## src/rtl/cacheline_adaptor_if.sv

```systemverilog
// ============================================================================
// Module  : cacheline_adaptor_if
// Brief   : Datapath-side line signals and memory-side burst signals of the
//           cache line adaptor, grouped into one bundle.
// Revision: 1.0 - initial release
// ============================================================================
`default_nettype none

interface cacheline_adaptor_if;
    // Datapath side
    logic [255:0] line_i;
    logic [31:0]  address_i;
    logic         read_i;
    logic         write_i;
    logic [255:0] line_o;
    logic         resp_o;
    // Memory side
    logic [63:0]  burst_i;
    logic [63:0]  burst_o;
    logic [31:0]  address_o;
    logic         read_o;
    logic         write_o;
    logic         resp_i;

    modport slave (
        input  line_i, address_i, read_i, write_i, burst_i, resp_i,
        output line_o, resp_o, burst_o, address_o, read_o, write_o
    );

    modport master (
        output line_i, address_i, read_i, write_i, burst_i, resp_i,
        input  line_o, resp_o, burst_o, address_o, read_o, write_o
    );
endinterface

`default_nettype wire

```

## src/rtl/cacheline_adaptor.sv

```systemverilog
// ============================================================================
// Module  : cacheline_adaptor
// Brief   : Converts 256-bit cache line transfers to/from 4-beat 64-bit memory
//           bursts. Define CACHELINE_ADAPTOR_CWF_EN for critical-word-first reads.
// Revision: 1.0 - initial release
// ============================================================================
`default_nettype none

module cacheline_adaptor (
    input  wire logic           clk,
    input  wire logic           rst,
    cacheline_adaptor_if.slave  bus
);

    localparam int BEATS = 4;

    localparam logic [1:0] S_IDLE  = 2'd0;
    localparam logic [1:0] S_READ  = 2'd1;
    localparam logic [1:0] S_WRITE = 2'd2;
    localparam logic [1:0] S_DONE  = 2'd3;

    logic [1:0]   state_q, state_d;
    logic [1:0]   beat_q,  beat_d;
    logic [255:0] wline_q, wline_d;
    logic [255:0] fill_q,  fill_d;
    logic [31:0]  addr_q,  addr_d;
    logic [1:0]   w_slot;
    logic         w_last;

`ifdef CACHELINE_ADAPTOR_CWF_EN
    // Memory starts the read burst at the requested word and wraps.
    assign w_slot = beat_q + addr_q[4:3];
    logic w_addr_lsb_unused;
    assign w_addr_lsb_unused = ^addr_q[2:0];
`else
    assign w_slot = beat_q;
    logic w_addr_lsb_unused;
    assign w_addr_lsb_unused = ^addr_q[4:0];
`endif

    assign w_last = (beat_q == 2'(BEATS - 1));

    always_comb begin
        state_d = state_q;
        beat_d  = beat_q;
        wline_d = wline_q;
        fill_d  = fill_q;
        addr_d  = addr_q;
        unique case (state_q)
            S_IDLE: begin
                if (bus.write_i) begin
                    wline_d = bus.line_i;
                    addr_d  = bus.address_i;
                    beat_d  = 2'd0;
                    state_d = S_WRITE;
                end else if (bus.read_i) begin
                    addr_d  = bus.address_i;
                    beat_d  = 2'd0;
                    state_d = S_READ;
                end
            end
            S_READ: begin
                if (bus.resp_i) begin
                    fill_d[64*w_slot +: 64] = bus.burst_i;
                    beat_d = beat_q + 2'd1;
                    if (w_last) state_d = S_DONE;
                end
            end
            S_WRITE: begin
                if (bus.resp_i) begin
                    beat_d = beat_q + 2'd1;
                    if (w_last) state_d = S_DONE;
                end
            end
            S_DONE:  state_d = S_IDLE;
            default: state_d = S_IDLE;
        endcase
    end

    always_ff @(posedge clk) begin
        if (rst) begin
            state_q <= S_IDLE;
            beat_q  <= 2'd0;
            wline_q <= '0;
            fill_q  <= '0;
            addr_q  <= '0;
        end else begin
            state_q <= state_d;
            beat_q  <= beat_d;
            wline_q <= wline_d;
            fill_q  <= fill_d;
            addr_q  <= addr_d;
        end
    end

    // All outputs decode registered state only; nothing passes through from resp_i/burst_i.
    assign bus.read_o  = (state_q == S_READ);
    assign bus.write_o = (state_q == S_WRITE);
    assign bus.resp_o  = (state_q == S_DONE);
    assign bus.line_o  = fill_q;
    assign bus.burst_o = (state_q == S_WRITE) ? wline_q[64*beat_q +: 64] : 64'd0;

    always_comb begin
        bus.address_o = 32'd0;
        if (state_q == S_WRITE) begin
            bus.address_o = {addr_q[31:5], 5'd0};
        end else if (state_q == S_READ) begin
`ifdef CACHELINE_ADAPTOR_CWF_EN
            bus.address_o = {addr_q[31:3], 3'd0};
`else
            bus.address_o = {addr_q[31:5], 5'd0};
`endif
        end
    end

endmodule

`default_nettype wire
```

## src/flat_wrapper.sv

```systemverilog
// flat-port wrapper written by rule: the top's interface ports become plain ports
module cacheline_adaptor_flat 
  (clk, rst, bus_line_i, bus_address_i, bus_read_i, bus_write_i, bus_burst_i, bus_resp_i, bus_line_o, bus_resp_o, bus_burst_o, bus_address_o, bus_read_o, bus_write_o);
  cacheline_adaptor_if bus_i ();
  input  wire logic clk;
  input  wire logic rst;
  input wire logic [$bits(bus_i.line_i)-1:0] bus_line_i;
  input wire logic [$bits(bus_i.address_i)-1:0] bus_address_i;
  input wire logic [$bits(bus_i.read_i)-1:0] bus_read_i;
  input wire logic [$bits(bus_i.write_i)-1:0] bus_write_i;
  input wire logic [$bits(bus_i.burst_i)-1:0] bus_burst_i;
  input wire logic [$bits(bus_i.resp_i)-1:0] bus_resp_i;
  output wire logic [$bits(bus_i.line_o)-1:0] bus_line_o;
  output wire logic [$bits(bus_i.resp_o)-1:0] bus_resp_o;
  output wire logic [$bits(bus_i.burst_o)-1:0] bus_burst_o;
  output wire logic [$bits(bus_i.address_o)-1:0] bus_address_o;
  output wire logic [$bits(bus_i.read_o)-1:0] bus_read_o;
  output wire logic [$bits(bus_i.write_o)-1:0] bus_write_o;
  assign bus_i.line_i = bus_line_i;
  assign bus_i.address_i = bus_address_i;
  assign bus_i.read_i = bus_read_i;
  assign bus_i.write_i = bus_write_i;
  assign bus_i.burst_i = bus_burst_i;
  assign bus_i.resp_i = bus_resp_i;
  assign bus_line_o = bus_i.line_o;
  assign bus_resp_o = bus_i.resp_o;
  assign bus_burst_o = bus_i.burst_o;
  assign bus_address_o = bus_i.address_o;
  assign bus_read_o = bus_i.read_o;
  assign bus_write_o = bus_i.write_o;
  cacheline_adaptor u_core (.clk(clk), .rst(rst), .bus(bus_i));
endmodule
```

## config.mk

```make
export PLATFORM = sky130hd
export DESIGN_NAME = cacheline_adaptor_flat
export DESIGN_NICKNAME = d
export VERILOG_FILES = /design/src/rtl/cacheline_adaptor_if.sv /design/src/rtl/cacheline_adaptor.sv /design/src/flat_wrapper.sv
export SDC_FILE = /design/constraint.sdc
export NUM_CORES = 1
export LEC_CHECK = 0
export ABC_AREA = 1
export BUFFER_PORTS_ARGS = -buffer_cell sky130_fd_sc_hd__buf_2
export CORE_AREA = 2 2 277 279
export CTS_BUF_LIST = sky130_fd_sc_hd__clkbuf_8 sky130_fd_sc_hd__clkbuf_16
export CTS_CLUSTER_DIAMETER = 100
export DETAILED_ROUTE_END_ITERATION = 7
export DIE_AREA = 0 0 279 281
export GPL_ROUTABILITY_DRIVEN = 0
export GPL_TIMING_DRIVEN = 0
export SYNTH_ARGS = -nofsm -noshare
export SYNTH_HDL_FRONTEND = slang
export SYNTH_SLANG_ARGS = --single-unit
```

## constraint.sdc

```tcl
create_clock -name clk -period 4.3 [get_ports clk]
set_input_delay 0.86 -clock clk [delete_from_list [all_inputs] [get_ports clk]]
set_output_delay 0.86 -clock clk [all_outputs]
set_load 0.05 [all_outputs]
```

==> results of run 1 <==
[cell families (layout without fill, tap and decap cells)]
kind of cell | count (synthesis) | in the layout | synth area share, %
other | 1 | 10 | 0.01689
DFF | 543 | 543 | 48.96
adders and majority gates | 11 | 11 | 0.6199
and+or+nand+nor | 1386 | 1386 | 24.54
buffers and inverters | 374 | 1178 | 6.971
AOI/OAI and AO/OA | 838 | 838 | 18.89
[worst max-delay path, delay by kind of cell (launching register included)]
kind | cells | cell delay (ns)
flops | 1 | 0.38
buf+inv | 4 | 1.68
compound gates | 2 | 0.59
[layer usage]
layer | global-route usage (%) | share of wire [%]
met1 | 27.98 | 40
met4 | 11.81 | 5.1
met5 | 0 | 0.054
met2 | 42.37 | 48
met3 | 4.813 | 7.1
[where the power goes]
group | switching (mW) | leakage [nW] | internal, mW
Combinational | 5.60 | 7.41 | 1.86
Sequential | 0.386 | 4.44 | 5.82
Clock | 2.16 | 1.01 | 3.00
[synthesized netlist by cell type (all sizes together)]
| cell | number | area share [%] |
|---|---|---|
| a21oi | 347 | 7.8 |
| buf | 111 | 2.5 |
| clkbuf | 155 | 2.6 |
| conb | 1 | 0.017 |
| dfxtp | 543 | 49 |
| ha | 11 | 0.62 |
| inv | 108 | 1.8 |
| nand2 | 339 | 5.7 |
| nand3 | 133 | 3.0 |
| nand4 | 1 | 0.028 |
| nor2 | 863 | 15 |
| nor3 | 50 | 1.1 |
| o21ai | 491 | 11 |
[cell type report]
type	instances	share of cell area, %
diodes	5	0.04327
plain buffers	266	3.954
clock buffers	75	5.867
clock inverters	29	0.9129
inverters	108	1.402
multi-input cells	2240	33.89
flip-flops and latches	543	37.59
well taps	978	4.231
repair buffers	700	12.11
[registers in the layout, indices dropped and copies added (netlist names)]
name,count
u_core.bus.line_o,256
u_core.wline_q,256
u_core.addr_q,27
u_core.beat_q,2
u_core.state_q,2
[final timing paths]
path	start	endpoint	slack, ns	cells after the start
max	u_core.beat_q[0]$_SDFFE_PP0P_	bus_burst_o[59]	0.15	6
min	u_core.addr_q[18]$_SDFFE_PP0P_	u_core.addr_q[18]$_SDFFE_PP0P_	0.45	2
max reg2reg	u_core.beat_q[0]$_SDFFE_PP0P_	u_core.bus.line_o[131]$_SDFFE_PP0P_	0.52	9
min reg2reg	u_core.addr_q[18]$_SDFFE_PP0P_	u_core.addr_q[18]$_SDFFE_PP0P_	0.45	2
==> summary.md, run 1 <==
| Metric | Value |
|---|---|
| Most used cell, CP | `buf_2` |
| Post-route insts no fill | `4944` |
| Synth Area per Inst | `slightly above 7 µm²` |
| Vias in the first global route | `between 20000 and 25000` |
| Vias | `24270` |
| Post-synthesis sequential area ratio | `48.96%` |
| Final Hold Fails | `0` |
| Setup_tns | `0 ns` |
| Hpwl dp | `77.90 mm` |
| Post-CTS setup buffers | `0` |
| Post_cts resized | `1` |
| Maximum vdd drop | `420.8 µV` |
| Cts bufs inserted | `59` |
| Pwr Total | `between 15 and 20 mW` |
| Tot GR Track Use | `between 20% and 30%` |
| CP max FO | `12` |
| 1st-iter DRT viols | `~1800` |
| Initial core utilization | `29.43%` |
| Worst hold path type | `flip-flop to flip-flop` |
| FILL cells | `8330` |
| Residual DRC | `0` |
| Clock Path Buffers | `3` |
| CP endpoint kind | `output port` |
| DRT Pass-1 Iters | `5` |
| Die X-Extent | `279 µm` |
| Design area | `28920 µm²` |
| Worst hold slack | `0.4509 ns` |
| Commonest non-fill, non-tap cells in the layout | `nor2_1, buf_2, dfxtp_1, o21ai_0, a21oi_1` |
| Final core occ | `a little under two fifths` |
| CP max-delay cell | `buf_2` |
| Clk sinks | `543` |
| Core area | `75440 µm²` |
| DIE HEIGHT | `281 µm` |
| RSZ-0062 raised after global routing | `false` |
| DR WL/cell | `20.01 µm` |
| Htree depth | `2` |
| Core Rows | `about 100` |
| Die area | `just under 80000 µm²` |
| Critical path class | `flip-flop to output port` |
| Fin crit share | `96.56%` |
| Clock Pin Slew Worst Setup and Hold Paths | `0.06 ns` |
| Post-layout net count | `roughly 4300` |
| Minimum clock period | `around 4.2 ns` |
| DRT Wirelength | `98.91 mm` |
| Inst Count DP | `4835` |
| Count of pins over their slew limit | `0` |
| Yosys reg bits | `approximately 540` |
| Cell variety after synth | `19` |
| Global-route wire length before repair | `142.5 mm` |
| Post-DRT Antenna Nets | `0` |
| GRT overflow | `0` |
| Status | `complete, no violations` |
| Setup WS post-layout | `0.1480 ns` |
| Num ports | `712` |
| Multi-input gate area | `9799 µm²` |
| Clock skew | `0.02237 ns` |
| Crit-path max cell delay | `0.54 ns` |
| Pre-CTS WS | `0.1399 ns` |
| Slew HR | `around a third` |
| Worst-path cell chain | `inv_2, buf_2, clkbuf_2, o21ai_0, a21oi_1, buf_2` |
| Hold buffers post-CTS | `0` |
| CTS tree | `yes` |
| Area Growth Syn to Fin | `30.25%` |
| Mapped Cells | `3153` |
| Worst EP required | `3.44 ns` |
| Final setup viols | `0` |
| Worst setup SP type | `flip-flop` |
| Area of placed instances | `about 27000 µm²` |
| Vias/cell | `4.909` |
| Commonest non-fill, non-tap cell in the layout | `nor2_1` |
| Layout cell share with drive strength beyond 1 | `22.85%` |
| Syn. warnings | `0` |
| Power per Cell Area | `651.1 nW/µm²` |
| Syn Std Cell Area | `between 20000 and 25000 µm²` |
| Max_cap viols | `0` |
| Clk_lat worst skew | `0.62 ns` |
| Register Area | `around 11000 µm²` |
| Peak Freq | `240.9 MHz` |
| Largest net degree at the start of global routing | `16` |
| Root Driver | `clkbuf_16` |
| Worst Tran Pin Value | `1.003 ns` |
| Leakage | `approximately 13 nW` |
| Initial antenna violation count | `13` |
| Critical Path AT | `between 3 and 4 ns` |
| Number of port buffers | `700` |
(Power assumes the default switching activity.)
==> run 2: changes to the inputs <==
--- a/config.mk
+++ b/config.mk
@@ -6,12 +6,12 @@
 export NUM_CORES = 1
 export LEC_CHECK = 0
 export ABC_AREA = 1
-export BUFFER_PORTS_ARGS = -buffer_cell sky130_fd_sc_hd__buf_2
-export CORE_AREA = 2 2 277 279
+export CORE_AREA = 2 2 278 280
 export CTS_BUF_LIST = sky130_fd_sc_hd__clkbuf_8 sky130_fd_sc_hd__clkbuf_16
 export CTS_CLUSTER_DIAMETER = 100
 export DETAILED_ROUTE_END_ITERATION = 7
-export DIE_AREA = 0 0 279 281
+export DIE_AREA = 0 0 280 282
+export DONT_BUFFER_PORTS = 1
 export GPL_ROUTABILITY_DRIVEN = 0
 export GPL_TIMING_DRIVEN = 0
 export SYNTH_ARGS = -nofsm -noshare
==> run 2 against run 1 <==
Against the previous run:
- sequential power increased by 7.4%
- first-iteration DRC count decreased by 6.7%
- cell area decreased by 11%
- combinational power decreased by 9.9%
- clock skew decreased by 0.0041 ns
- largest power group unchanged
==> summary.md, run 2 (synthesis gave the netlist of run 1 again) <==
| Metric | Value |
|---|---|
| Core Rows | `101` |
| Root Driver | `clkbuf_16` |
| Worst EP required | `3.44 ns` |
| Vias/cell | `5.080` |
| Critical path class | `flip-flop to output port` |
| Initial antenna violation count | `29` |
| Fin crit share | `99.79%` |
| Multi-input gate area | `9976 µm²` |
| Hold depth | `2` |
| Die area | `slightly below 80000 µm²` |
| Clk_lat worst skew | `0.63 ns` |
| Largest net degree at the start of global routing | `16` |
| Worst hold slack | `roughly 0.4 ns` |
| Final Hold Fails | `0` |
| Slew HR | `17.34%` |
| Num ports | `712` |
| Peak Freq | `233.0 MHz` |
| Core area | `roughly 76000 µm²` |
| Clock Path Buffers | `3` |
| Post-CTS setup buffers | `0` |
| Worst r2r path cells | `8` |
| Worst hold path type | `input port to flip-flop` |
| Status | `complete, no violations` |
| DR WL/cell | `22.67 µm` |
| Power per Cell Area | `734.6 nW/µm²` |
| CTS tree | `yes` |
| Layout cell share with drive strength beyond 1 | `7.867%` |
| DIE HEIGHT | `between 200 and 300 µm` |
| Global-route wire length before repair | `135.9 mm` |
| Worst-path cell chain | `inv_1, ha_1, inv_2, clkbuf_1, a21oi_1` |
| Cts bufs inserted | `60` |
| GRT overflow | `0` |
| CP max-delay cell | `a21oi_1` |
| Commonest non-fill, non-tap cells in the layout | `nor2_1, dfxtp_1, o21ai_0, nand2_1, a21oi_1` |
| Clock Pin Slew Worst Setup and Hold Paths | `about 0.06 ns` |
| Worst setup SP type | `flip-flop` |
| CP max FO | `10` |
| Htree depth | `2` |
| Commonest non-fill, non-tap cell in the layout | `nor2_1` |
| Inst Count DP | `4135` |
| Critical Path AT | `3.43 ns` |
| Minimum clock period | `4.291 ns` |
| Die X-Extent | `280 µm` |
| FILL cells | `between 8000 and 9000` |
| Crit-path max cell delay | `0.95 ns` |
| Area Growth Syn to Fin | `16.22%` |
| Clk sinks | `~540` |
| Register Area | `~11000 µm²` |
| Leakage | `9.620 nW` |
| RSZ-0062 raised after global routing | `true` |
| Maximum vdd drop | `approximately 420 µV` |
| CP endpoint kind | `output port` |
| Design area | `around 26000 µm²` |
| Final setup viols | `0` |
| 1st-iter DRT viols | `1670` |
| Number of port buffers | `0` |
| DRT Pass-1 Iters | `5` |
| Area of placed instances | `23440 µm²` |
| Post-layout net count | `between 3000 and 4000` |
| Hpwl dp | `75.21 mm` |
| Vias in the first global route | `roughly 20000` |
| Initial core utilization | `approximately 29%` |
| Post-DRT Antenna Nets | `0` |
| Count of pins over their slew limit | `0` |
| Worst Tran Pin Value | `~1.2 ns` |
| Max_cap viols | `0` |
| DRT Wirelength | `approximately 97 mm` |
| Clock skew | `0.01824 ns` |
| Tot GR Track Use | `23.14%` |
| Vias | `21650` |
| Post-route insts no fill | `4262` |
| Residual DRC | `0` |
run 2: layout make-up:
cell class / count / area share, %
diodes: 17 / 0.1649
plain buffers: 266 / 4.432
clock buffers: 77 / 6.813
clock inverters: 33 / 1.489
inverters: 108 / 1.571
multi-input cells: 2240 / 38.66
flip-flops and latches: 543 / 42.13
well taps: 978 / 4.742
run 2: power breakdown:
group | internal [mW] | switching (mW) | total (mW)
clock network | 3.34 | 2.22 | 5.56
logic | 1.57 | 5.15 | 6.72
registers | 5.82 | 0.852 | 6.67
run 2: what timing repair did:
item / 4_1_cts / 5_1_grt
hold buffers: 0 / 0
setup endpoints to repair: 19 / 22
gates resized for setup: 20 / 28
run 2: metal layers:
| metal | up-vias | wire, µm | global-route usage (%) |
|---|---|---|---|
| met2 | 923 | 47530 | 41.65 |
| met4 | 22 | 4763 | 11.35 |
| met3 | 232 | 9385 | 7.847 |
| met1 | 10070 | 34800 | 23.99 |
| li1 | 10400 | - | - |
| met5 | - | 127 | 0 |
run 2: metrics by stage:
stage                     TNS (ns)  total power [mW]  util, %  setup slack [ns]
final                            0             18.96    34.09          0.008943
after CTS                        0             18.95    33.89          0.001647
after floorplan                  0             11.25        -             1.347
after global routing       -0.1606             19.96    34.07          -0.07462
after detailed placement         0             13.35    30.97           0.05305
after global placement           0             13.30    30.97           0.08152
run 2: critical path: cells and delay by family (launching register included):
family	cells	cell delay, ns
AO/OA/AOI/OAI	1	0.95
adder cells (fa/ha/maj)	1	0.60
buffers and inverters	3	0.91
flip-flops	1	0.33
run 2: final timing paths:
| path | slack [ns] | startpoint | end |
|---|---|---|---|
| worst min-delay path | 0.40 | bus_burst_i[30] | u_core.bus.line_o[30]$_SDFFE_PP0P_ |
| worst min register to register | 0.45 | u_core.addr_q[26]$_SDFFE_PP0P_ | u_core.addr_q[26]$_SDFFE_PP0P_ |
| worst max-delay path | 0.009 | u_core.state_q[0]$_SDFFE_PP0P_ | bus_burst_o[47] |
| worst max register to register | 0.47 | u_core.beat_q[0]$_SDFFE_PP0P_ | u_core.bus.line_o[47]$_SDFFE_PP0P_ |
==> run 3: changes to the inputs <==
--- a/config.mk
+++ b/config.mk
@@ -6,11 +6,11 @@
 export NUM_CORES = 1
 export LEC_CHECK = 0
 export ABC_AREA = 1
-export CORE_AREA = 2 2 278 280
+export CORE_AREA = 3 3 279 281
 export CTS_BUF_LIST = sky130_fd_sc_hd__clkbuf_8 sky130_fd_sc_hd__clkbuf_16
 export CTS_CLUSTER_DIAMETER = 100
 export DETAILED_ROUTE_END_ITERATION = 7
-export DIE_AREA = 0 0 280 282
+export DIE_AREA = 0 0 282 284
 export DONT_BUFFER_PORTS = 1
 export GPL_ROUTABILITY_DRIVEN = 0
 export GPL_TIMING_DRIVEN = 0
==> run 3 against run 2 <==
Against the previous run:
- cell area down 0.62%
- flip-flop and latch count stayed put
- clock power down 6.7%
- setup slack improved by 0.018 ns
- global-route usage shrank 0.10 points
- maximum frequency grew 0.43%
- clock-buffer cell count decreased by 1
- critical path depth stayed put
- non-clock buffer count is the same
- clock skew increased by 0.021 ns
- sequential share of layout area rose by 0.26 points
- largest cell class unchanged
==> summary.md, run 3 (synthesis gave the netlist of run 1 again) <==
| Metric | Value |
|---|---|
| Clock Pin Slew Worst Setup and Hold Paths | `0.07 ns` |
| WHS Endpoint | `u_core.bus.line_o[173]$_SDFFE_PP0P_` |
| Core Rows | `just over 100` |
| Core area | `approximately 76000 µm²` |
| Initial core utilization | `29.33%` |
| Clock Path Buffers | `3` |
| Vias in the first global route | `around 21000` |
| Design area | `about 26000 µm²` |
| Critical path class | `flip-flop to output port` |
| Layout cell share with drive strength beyond 1 | `7.746%` |
| Register Area | `around 11000 µm²` |
| Worst Tran Pin Value | `1.238 ns` |
| Htree depth | `2` |
| Peak Freq | `234.0 MHz` |
| Vias/cell | `5.044` |
| Hold depth | `2` |
| Commonest non-fill, non-tap cell in the layout | `nor2_1` |
| 1st-iter DRT viols | `1647` |
| Worst EP required | `between 3 and 4 ns` |
| Leakage | `9.561 nW` |
| Final setup viols | `0` |
| Min-delay src | `bus_burst_i[45]` |
| Number of port buffers | `0` |
| Worst R2R Setup Slack | `0.52 ns` |
| Worst setup SP type | `flip-flop` |
| Status | `complete, no violations` |
| Post-CTS setup buffers | `0` |
| CTS tree | `yes` |
| Minimum clock period | `4.273 ns` |
| Reg2reg start | `u_core.beat_q[0]$_SDFFE_PP0P_` |
| Critical Path AT | `approximately 3.4 ns` |
| Post-route insts no fill | `4265` |
| Worst hold path type | `input port to flip-flop` |
| Root Driver | `clkbuf_16` |
| Hpwl dp | `75.76 mm` |
| Post-layout net count | `3587` |
| Area Growth Syn to Fin | `15.50%` |
| DIE HEIGHT | `about 280 µm` |
| Max_cap viols | `0` |
| Multi-input gate area | `9961 µm²` |
| Count of pins over their slew limit | `0` |
| Num ports | `712` |
| DRT Wirelength | `97.31 mm` |
| GRT overflow | `0` |
| Global-route wire length before repair | `137.7 mm` |
| Worst r2r path cells | `9` |
| Inst Count DP | `between 4000 and 5000` |
| CP endpoint kind | `output port` |
| Final core occ | `33.88%` |
| Cts bufs inserted | `60` |
| Setup_tns | `0 ns` |
| Die area | `80090 µm²` |
| Clock skew | `0.03874 ns` |
| Clk sinks | `543` |
| Largest net degree at the start of global routing | `17` |
| Post-DRT Antenna Nets | `0` |
| Power per Cell Area | `722.4 nW/µm²` |
| CP max FO | `10` |
| Commonest non-fill, non-tap cells in the layout | `nor2_1, dfxtp_1, o21ai_0, nand2_1, a21oi_1` |
| Initial antenna violation count | `36` |
| Vias | `about 22000` |
| Slew HR | `~18%` |
| Area of placed instances | `23440 µm²` |
| Fin crit share | `99.37%` |
| Final Hold Fails | `0` |
| Die X-Extent | `approximately 280 µm` |
| RSZ-0062 raised after global routing | `true` |
| DRT Pass-1 Iters | `6` |
| Clk_lat worst skew | `0.64 ns` |
| Maximum vdd drop | `417.5 µV` |
| R2R Path End | `u_core.bus.line_o[77]$_SDFFE_PP0P_` |
| DR WL/cell | `22.82 µm` |
| Residual DRC | `0` |
| Pwr Total | `18.53 mW` |
| Hold buffers post-CTS | `0` |
| FILL cells | `8256` |
| Tot GR Track Use | `between 20% and 30%` |
==> run 3: cell count changes in the layout (fill, tap and decap cells not counted), sizes merged <==
cell / delta
clkinv: +9
clkinvlp: -2
diode: +4
bufinv: -6
clkbuf: -1
inv: -1
==> run 3: per-layer routing <==
layer / vias up / share of wire (%) / GRT usage (%) / wire, µm
met4: 26 / 4.9 / 10.99 / 4747
met5: - / 0.18 / 0 / 173
met2: 904 / 48 / 40.69 / 47130
met3: 218 / 11 / 8.449 / 10290
li1: 10400 / - / - / -
met1: 9969 / 36 / 24.03 / 34970
==> run 3: per-stage QoR <==
stage / setup slack, ns / hold WS (ns)
after CTS: -0.02033 / 0.3447
after global placement: 0.2075 / 0.4402
after floorplan: 1.347 / 0.4295
after detailed placement: 0.1325 / 0.4435
after global routing: -0.07169 / 0.3584
final: 0.02712 / 0.3765
==> run 3: area by class of cell <==
type | count | area share, %
Multi-Input combinational cell | 2240 | 38.84
Clock inverter | 33 | 0.9953
Antenna cell | 21 | 0.2049
Inverter | 108 | 1.581
Buffer | 266 | 4.459
Clock buffer | 76 | 6.757
Tap cell | 978 | 4.772
Sequential cell | 543 | 42.39
==> run 3: where the power goes <==
| part | internal, mW | leakage [nW] | switching, mW |
|---|---|---|---|
| clock network | 2.95 | 1.02 | 2.23 |
| registers | 5.82 | 4.44 | 0.862 |
| logic | 1.57 | 4.10 | 5.09 |
==> run 3: critical path, stage by stage (launching register included) <==
cell	delay, ns
dfxtp_1	0.33
inv_1	0.12
ha_1	0.61
inv_2	0.35
clkbuf_1	0.40
a21oi_1	0.97
==> run 3: what timing repair did <==
item | CTS | global route
gates resized for setup | 28 | 16
endpoints found under the setup margin | 25 | 24
endpoints found under the hold margin | 0 | 0
==> run 3: worst max-delay path by stage <==
stage	from	to	slack, ns	cells past startpoint
3_3_place_gp	u_core.beat_q[0]$_SDFFE_PP0P_	u_core.bus.line_o[189]$_SDFFE_PP0P_	0.21	10
3_5_place_dp	u_core.beat_q[0]$_SDFFE_PP0P_	u_core.bus.line_o[189]$_SDFFE_PP0P_	0.13	10
2_1_floorplan	u_core.state_q[1]$_SDFFE_PP0P_	bus_address_o[11]	1.35	5
4_1_cts	u_core.state_q[0]$_SDFFE_PP0P_	bus_burst_o[14]	-0.02	5
5_1_grt	u_core.state_q[0]$_SDFFE_PP0P_	bus_burst_o[33]	-0.07	5
6_report	u_core.state_q[0]$_SDFFE_PP0P_	bus_burst_o[49]	0.03	5
